File: src/rtl/ray_fx_pkg.sv
// Shared fixed-point helpers for the ray datapath: sign-magnitude components
// (sign, INT_BITS integer bits, FRAC_BITS fraction bits) packed as {x,y,z}.
package ray_fx_pkg;

  localparam int INT_BITS  = 8;
  localparam int FRAC_BITS = 10;
  localparam int CW        = 1 + INT_BITS + FRAC_BITS;
  localparam int MW        = CW - 1;
  localparam int VW        = 3 * CW;

  localparam logic [MW-1:0] SAT_MAG = '1;

  typedef logic [CW-1:0] comp_t;
  typedef logic [VW-1:0] vec_t;

  typedef struct packed {
    logic  sat;
    comp_t c;
  } mul_res_t;

  // Component 0 is x (most significant slice), 2 is z.
  function automatic comp_t get_comp(input vec_t v, input int idx);
    return v[(2-idx)*CW +: CW];
  endfunction

  function automatic vec_t put_comp(input vec_t v, input int idx, input comp_t c);
    vec_t r;
    r = v;
    r[(2-idx)*CW +: CW] = c;
    return r;
  endfunction

  // Truncating sign-magnitude multiply; saturates when the product does not
  // fit the magnitude field and never returns a negative zero.
  function automatic mul_res_t sm_mul(input comp_t t, input comp_t d);
    logic [2*MW-1:0] prod;
    mul_res_t        r;
    prod = {{MW{1'b0}}, t[MW-1:0]} * {{MW{1'b0}}, d[MW-1:0]};
    r.sat = |prod[2*MW-1:FRAC_BITS+MW];
    r.c[MW-1:0] = r.sat ? SAT_MAG : prod[FRAC_BITS+MW-1:FRAC_BITS];
    r.c[MW] = (t[MW] ^ d[MW]) & (r.c[MW-1:0] != '0);
    return r;
  endfunction

endpackage

File: src/rtl/sm_add_sat.sv
// Combinational sign-magnitude adder that clamps to the largest magnitude on
// overflow and always reports zero as +0.
module sm_add_sat #(
  parameter int CW = 19
) (
  input  logic [CW-1:0] a_i,
  input  logic [CW-1:0] b_i,
  output logic [CW-1:0] sum_o,
  output logic          sat_o
);

  localparam int MW = CW - 1;

  logic [MW:0]   sum_w;
  logic [MW-1:0] mag;
  logic          sign;

  // Add or subtract magnitudes depending on the operand signs.
  always_comb begin
    sum_w = {1'b0, a_i[MW-1:0]} + {1'b0, b_i[MW-1:0]};
    mag   = '0;
    sign  = 1'b0;
    sat_o = 1'b0;
    if (a_i[MW] == b_i[MW]) begin
      sign = a_i[MW];
      if (sum_w[MW]) begin
        mag   = '1;
        sat_o = 1'b1;
      end else begin
        mag = sum_w[MW-1:0];
      end
    end else if (a_i[MW-1:0] >= b_i[MW-1:0]) begin
      mag  = a_i[MW-1:0] - b_i[MW-1:0];
      sign = a_i[MW];
    end else begin
      mag  = b_i[MW-1:0] - a_i[MW-1:0];
      sign = b_i[MW];
    end
    if (mag == '0) begin
      sign = 1'b0;
    end
    sum_o = {sign, mag};
  end

endmodule

File: src/rtl/ray_point_eval.sv
// Two-stage ray point evaluator: stage 1 scales the direction by t, stage 2
// adds the origin. The tag and a saturation flag ride along with the data.
//
// Handshake: a transfer happens on a rising edge where valid and ready are
// both 1. Each stage advances when it is empty or the stage after it is
// advancing, so in_ready is a combinational function of out_ready and the
// stage occupancy. Output fields hold while out_valid=1 and out_ready=0.
module ray_point_eval #(
  parameter int INT_BITS  = 8,
  parameter int FRAC_BITS = 10,
  parameter int TAG_WIDTH = 8,
  localparam int CW = 1 + INT_BITS + FRAC_BITS,
  localparam int VW = 3 * CW
) (
  input  logic                 clk,
  input  logic                 rst_n,
  input  logic                 in_valid,
  output logic                 in_ready,
  input  logic [CW-1:0]        in_t,
  input  logic [VW-1:0]        in_dir,
  input  logic [VW-1:0]        in_origin,
  input  logic [TAG_WIDTH-1:0] in_tag,
  output logic                 out_valid,
  input  logic                 out_ready,
  output logic [VW-1:0]        out_point,
  output logic [TAG_WIDTH-1:0] out_tag,
  output logic                 out_sat
);

  logic                 s1_valid_q;
  logic [VW-1:0]        s1_prod_q;
  logic [VW-1:0]        s1_origin_q;
  logic [TAG_WIDTH-1:0] s1_tag_q;
  logic                 s1_sat_q;

  logic                 out_valid_q;
  logic [VW-1:0]        out_point_q;
  logic [TAG_WIDTH-1:0] out_tag_q;
  logic                 out_sat_q;

  logic s1_en, s2_en;

  logic [VW-1:0]          s1_prod_d;
  logic                   s1_sat_d;
  ray_fx_pkg::mul_res_t   mul_r;

  logic [VW-1:0] out_point_d;
  logic [2:0]    sat2_w;
  logic          out_sat_d;

  assign s2_en    = !out_valid_q || out_ready;
  assign s1_en    = !s1_valid_q || s2_en;
  assign in_ready = s1_en;

  // Stage 1 datapath: per-component t * D with saturation.
  always_comb begin
    s1_prod_d = '0;
    s1_sat_d  = 1'b0;
    mul_r     = '0;
    for (int i = 0; i < 3; i++) begin
      mul_r     = ray_fx_pkg::sm_mul(in_t, ray_fx_pkg::get_comp(in_dir, i));
      s1_prod_d = ray_fx_pkg::put_comp(s1_prod_d, i, mul_r.c);
      s1_sat_d  = s1_sat_d | mul_r.sat;
    end
  end

  for (genvar g = 0; g < 3; g++) begin : g_add
    sm_add_sat #(.CW(CW)) u_add (
      .a_i   (s1_origin_q[g*CW +: CW]),
      .b_i   (s1_prod_q[g*CW +: CW]),
      .sum_o (out_point_d[g*CW +: CW]),
      .sat_o (sat2_w[g])
    );
  end

  assign out_sat_d = s1_sat_q | (|sat2_w);

  // Stage 1 registers: capture the scaled direction, origin and tag.
  always_ff @(posedge clk or negedge rst_n) begin
    if (!rst_n) begin
      s1_valid_q  <= 1'b0;
      s1_prod_q   <= '0;
      s1_origin_q <= '0;
      s1_tag_q    <= '0;
      s1_sat_q    <= 1'b0;
    end else if (s1_en) begin
      s1_valid_q <= in_valid;
      if (in_valid) begin
        s1_prod_q   <= s1_prod_d;
        s1_origin_q <= in_origin;
        s1_tag_q    <= in_tag;
        s1_sat_q    <= s1_sat_d;
      end
    end
  end

  // Output registers: capture the final point once stage 1 hands it over.
  always_ff @(posedge clk or negedge rst_n) begin
    if (!rst_n) begin
      out_valid_q <= 1'b0;
      out_point_q <= '0;
      out_tag_q   <= '0;
      out_sat_q   <= 1'b0;
    end else if (s2_en) begin
      out_valid_q <= s1_valid_q;
      if (s1_valid_q) begin
        out_point_q <= out_point_d;
        out_tag_q   <= s1_tag_q;
        out_sat_q   <= out_sat_d;
      end
    end
  end

  assign out_valid = out_valid_q;
  assign out_point = out_point_q;
  assign out_tag   = out_tag_q;
  assign out_sat   = out_sat_q;

endmodule
File: config.mk
export PLATFORM = sky130hd
export DESIGN_NAME = ray_point_eval
export DESIGN_NICKNAME = d
export VERILOG_FILES = /design/src/rtl/ray_fx_pkg.sv /design/src/rtl/sm_add_sat.sv /design/src/rtl/ray_point_eval.sv
export SDC_FILE = /design/constraint.sdc
export NUM_CORES = 2
export LEC_CHECK = 0
export ABC_AREA = 1
export CAP_MARGIN = 10
export CORE_UTILIZATION = 55
export DETAILED_ROUTE_END_ITERATION = 8
export PLACE_DENSITY = 0.73
export SLEW_MARGIN = 10
export SYNTH_ARGS = -nofsm -noshare
export SYNTH_HDL_FRONTEND = slang
export SYNTH_HIERARCHICAL = 1
export SYNTH_SLANG_ARGS = --single-unit
export TNS_END_PERCENT = 100
File: constraint.sdc
create_clock -name clk -period 3.45 [get_ports clk]
set_input_delay 0.345 -clock clk [delete_from_list [all_inputs] [get_ports clk]]
set_output_delay 0.345 -clock clk [all_outputs]
set_load 0.02 [all_outputs]
## Word-level counts from Yosys, hierarchy flattened

Index checks and enable logic that the tools add are counted.

- Flip-flop bits (word level): 191
- Input port bits: 145
- Output and inout bits: 68
- Word-level logic and storage cells: 79

- $add $sub $neg: 9
- Multipliers: 3
- Magnitude comparators: 3
- Equality and inequality tests: 3
- Multiplexer cells: 27
- Bitwise operators: 9
- Reductions and logical operators: 16

Operator list:

| operator | number |
|---|---|
| $mux W18 | 12 |
| $mul A18 B18 Y36 | 3 |
| $sub A18 B18 Y18 | 6 |
| $add A18 B18 Y19 | 3 |
| $ge A18 B18 Y1 | 3 |
| $logic_not A18 Y1 | 3 |
| $reduce_bool A18 Y1 | 3 |
| $reduce_or A8 Y1 | 3 |
| $mux W1 | 15 |
| $reduce_and A2 Y1 | 2 |
| $and A1 B1 Y1 | 3 |
| $eq A1 B1 Y1 | 3 |
| $or A1 B1 Y1 | 3 |
| $reduce_or A3 Y1 | 1 |
| $xor A1 B1 Y1 | 3 |
| $logic_not A1 Y1 | 2 |
| $logic_or A1 B1 Y1 | 2 |

## Depth between registers and ports, before layout

- Depth after elaboration: 5
- Depth in mapped cells: 36
- Gate-level depth less buffers: 33

## Hierarchy

Netlist, hierarchy kept.

By module, submodules not included:

| module | instances | cells each | area each (um^2) |
|---|---|---|---|
| ray_point_eval | 1 | 5913 | 42469.5 |
| sm_add_sat | 3 | 800 | 4033.9 |

## Worst setup path after synthesis

No wires, ideal clock.

- Kind: input to register
- From: input port in_dir[9]
- To: register s1_prod_q[10]
- Setup time: 0.117 ns
- Data arrival time: 5.897 ns
- Path slack: -2.565 ns
- Cell stages on the path: 32
- Buffers on the path: 3
- Cell sequence: clkbuf_1 > buf_1 > nand2_1 > fa_1 > inv_1 > fa_1 > inv_1 > fa_1 > inv_1 > fa_1 > fa_1 > inv_1 > fa_1 > inv_1 > ha_1 > nand2_1 > inv_2 > nand2_1 > nand2_1 > a21oi_1 > nor2_1 > nor2_1 > nand3_1 > nand2_1 > nand2_2 > nor2_4 > nand2_4 > nor2_8 > buf_8 > nand2_2 > o21ai_1 > inv_1

- Word-level cells in the longest chain between the ends: 3

Ends and longest elaborated chain:

| item | RTL line | text |
|---|---|---|
| start: declaration | ray_point_eval.sv:20 | `input logic [VW-1:0] in_dir,` |
| $mul A18 B18 Y36 (*) | ray_fx_pkg.sv:38 | `prod = {{MW{1'b0}}, t[MW-1:0]} * {{MW{1'b0}}, d[MW-1:0]};` |
| $reduce_or A8 Y1 | ray_fx_pkg.sv:39 | `r.sat = \|prod[2*MW-1:FRAC_BITS+MW];` |
| $mux W18 (*) | ray_fx_pkg.sv:40 | `r.c[MW-1:0] = r.sat ? SAT_MAG : prod[FRAC_BITS+MW-1:FRAC_BITS];` |
| end signal: assignment | ray_point_eval.sv:89 | `s1_prod_q <= s1_prod_d;` |
| end: declaration | ray_point_eval.sv:31 | `logic [VW-1:0] s1_prod_q;` |

Every way passes the cells marked *; elsewhere a longest branch is shown, timed or not.
A chain may end at the register's enable or synchronous reset.

## Final worst setup path

- From: input port in_t[8]
- To: register s1_prod_q[35]

- Word-level cells in the longest chain between the ends: 3

Ends and longest elaborated chain:

| item | RTL line | text |
|---|---|---|
| start: declaration | ray_point_eval.sv:19 | `input logic [CW-1:0] in_t,` |
| $mul A18 B18 Y36 (*) | ray_fx_pkg.sv:38 |  |
| $reduce_or A8 Y1 | ray_fx_pkg.sv:39 |  |
| $mux W18 (*) | ray_fx_pkg.sv:40 |  |

Marks and branches as above.

==> parameters.txt <==
Parameter                              Value

Placed design
  Post-detail-place hpwl ... 139000 um
  Final GP Congestion ... 1.02
  Placed cell count ... 10200
  Count of buffers from port buffering ... 212

Finish
  Synthesis-to-layout area growth ... 26.9%
  Share of cells above drive strength 1 ... 19.4%
  Most common cell after layout, fill and taps aside ... nand2_1
  Most frequent cells in the layout ... nand2_1 (2770), inv_1 (2120), fa_1 (721)
  Post-route insts no fill ... 10400
  Nets ... 10500

Run
  Maxcap violations ... 0

Logic synthesis
  Mux share of post-synthesis cell area ... 0%
  Leading area contributor after synthesis ... fa_1
  Ys async rst share ... 100%
  Number of flops mapped to enable cells by yosys ... 0
  Adder-Cell Fraction of Synth Area ... 39.3%
  Dominant synthesized flop cell ... dfrtp_1
  Compound-gate portion of the synthesized area ... 3.47%
  Share of Yosys cell area claimed by the top area cell type ... 28.3%
  Post-synthesis simple-gate area fraction ... 28.9%
  Register bit total from synthesis ... 191
  Net Count, Synth ... 9709
  Combinational family with the most area after synthesis ... adder cells
  Sequential element share of the synthesized area ... 8.76%
  Count of warnings emitted by yosys ... 6
  Average instance area after synthesis ... 6.56 um2
  Post-synthesis xor/xnor area fraction ... 1.43%
  Distinct cell type count of the synthesized netlist ... 48
  Synth area leaders ... fa_1 (28%), nand2_1 (20%), inv_1 (15%)
  Area of the mapped netlist ... 54600 um2
  Post-Synthesis Cells ... 8313

Detailed routing
  Starting DRT DRC Count ... 4647
  Vias ... 53800
  Number of design rule violations left after detail routing ... 0
  Total detailed-routing wirelength ... 180000 um
  WL/cell ... 17.3 um
  1st-pass router iterations ... 7
  Post-DRT Antenna Nets ... 0
  Routed via count divided by cell count ... 5.16

Critical path
  CP dominant cell by count ... fa_1
  Crit end category ... flop
  Critical path startpoint category ... input pin
  CP peak stage delay ... 0.56 ns
  Setup CP Type ... input pin to flop
  Worst path required time ... 3.83 ns
  Arrival time of data at the critical path endpoint ... 5.97 ns
  Cell type of the slowest stage on the worst timing path ... fa_1
  Largest fanout on the critical path ... 7

Timing
  Total Negative Setup Slacks ... -119.07 ns
  Final Cycle Share ... 162%
  Worst Skew ... 0.0153 ns
  Slew Limit Fails ... 0
  Count of final setup violators ... 58
  Min setup slack post-route ... -2.14 ns
  Minimum period implied by the final worst setup slack ... 5.59 ns
  Slew headroom ... 44.1%
  Setup repair after global routing missed its margin ... true
  Final hold vios ... 0
  Slew @ Worst Pin ... 0.836 ns
  Maximum clock frequency ... 0.179 GHz

Status
  Run status ... finished, violations left
  Violations in the final reports ... negative setup slack

Floorplanning
  Number of standard-cell rows in the floorplan ... 115
  Area of the die ... 100000 um2
  Initial Utilization ... 55.5%
  Number of ports placed on the die boundary ... 213
  Die boundary height ... 317 um
  Floorplan Core Area ... 98300 um2
  Die Wd ... 317 um

GRT
  Antenna violations before repair ... 2
  Wire length of the first global-routing pass ... 279000 um
  Vias in the first global route ... 53600
  Global-route usage over all layers ... 35.3%
  Total global routing overflow ... 0
  Maximum number of pins on one net before global-route repair ... 79

Clock network
  Clock tree buffer depth ... 2
  Clock-pin slew on the worst setup and hold paths ... 0.09 ns
  Num CTS Buffers ... 17
  CTS HTree Levels ... 4
  CTS tree ... done
  Clk Tree Root Cell ... clkbuf_16
  Sinks on Clock Net ... 191
  Clk_lat worst skew ... 0.49 ns

Min path
  Hold Crit Class ... input pin to flop
==> layer usage <==
metal  vias to the layer above  part of all wire [%]  wire length (um)  track usage [%]
met1                     25600                    41             73300             46.6
met5                         -                 0.014                25                0
li1                      25500                     -                 -                -
met4                         4                   4.8              8620             13.8
met3                       520                   8.0             14500             4.98
met2                      2241                    46             83700             58.6
==> worst max-delay path, delay by kind of cell <==
kind,cells,cell delay [ns]
adder cells (fa/ha/maj),7,3.31
AND/OR/NAND/NOR,14,1.44
buffers and inverters,9,0.79
AO/OA/AOI/OAI,1,0.09
==> sequential cells by signal, summed over array words and instances, names as in the netlist <==
signal	cells
s1_tag_q	8
out_point	57
s1_prod_q	57
out_sat	1
out_valid	1
s1_sat_q	1
s1_origin_q	57
out_tag	8
s1_valid_q	1
==> cell type report <==
| cell class | count | area, um2 |
|---|---|---|
| Inverter | 2276 | 8590 |
| Clock inverter | 13 | 140 |
| Timing Repair Buffer | 1117 | 11100 |
| Multi-Input combinational cell | 5535 | 42600 |
| Fill cell | 8112 | 29000 |
| Timing Repair inverter | 1 | 11.3 |
| Tap cell | 1287 | 1610 |
| Sequential cell | 191 | 4780 |
| Clock buffer | 19 | 453 |
| Antenna cell | 1 | 2.50 |
==> Yosys cell counts, drive strengths merged (70+ instances only) <==
cell	n
a21oi	172
nor2	353
buf	85
nand3	318
nand2	3030
clkbuf	227
nand4	70
fa	771
inv	2271
ha	480
o21ai	108
dfrtp	191
==> metrics by stage <==
stage | hold slack, ns | setup WS (ns) | util (%) | instance area [um2]
after floorplan | 0.0494 | -2.14 | - | 56400
after global placement | 0.395 | -3.01 | 64.7 | 63600
after detailed placement | 0.398 | -3.11 | 64.7 | 63600
after CTS | 0.360 | -2.09 | 68.5 | 67300
after global routing | 0.384 | -2.38 | 70.4 | 69200
final | 0.376 | -2.14 | 70.5 | 69200
==> path summary, 6_finish.rpt <==
path	start	end	slack, ns	cells after the start
min in group asynchronous	rst_n	out_point[28]	0.41	2
setup / recovery	in_t[8]	s1_prod_q[35]	-2.14	31
hold / removal	in_origin[52]	s1_origin_q[52]	0.38	3
setup reg to reg	s1_origin_q[27]	out_point[37]	0.26	23
max in group asynchronous	rst_n	s1_origin_q[44]	2.13	3
hold reg to reg	s1_tag_q[3]	out_tag[3]	0.47	2
==> cells by family (layout without fill, tap and decap cells) <==
kind of cell	count (synthesis)	after routing
xor gates and xnor gates	89	89
other	0	1
DFF	191	191
AOI/OAI and AO/OA	348	348
and+or+nand+nor	3846	3847
buffers and inverters	2588	3426
adders and majority gates	1251	1251
==> timing repair <==
| item | CTS | global route |
|---|---|---|
| pin swaps | 202 | 290 |
| endpoints found under the hold margin | 70 | 0 |
| cloned | 29 | 7 |
| hold buffers | 1 | 0 |
| gates resized for setup | 474 | 501 |
| setup buffers | 156 | 54 |
| endpoints found under the setup margin | 58 | 60 |
Power is not shown: default switching activity piles up to over one toggle a cycle in this logic, so the estimate is an artifact.
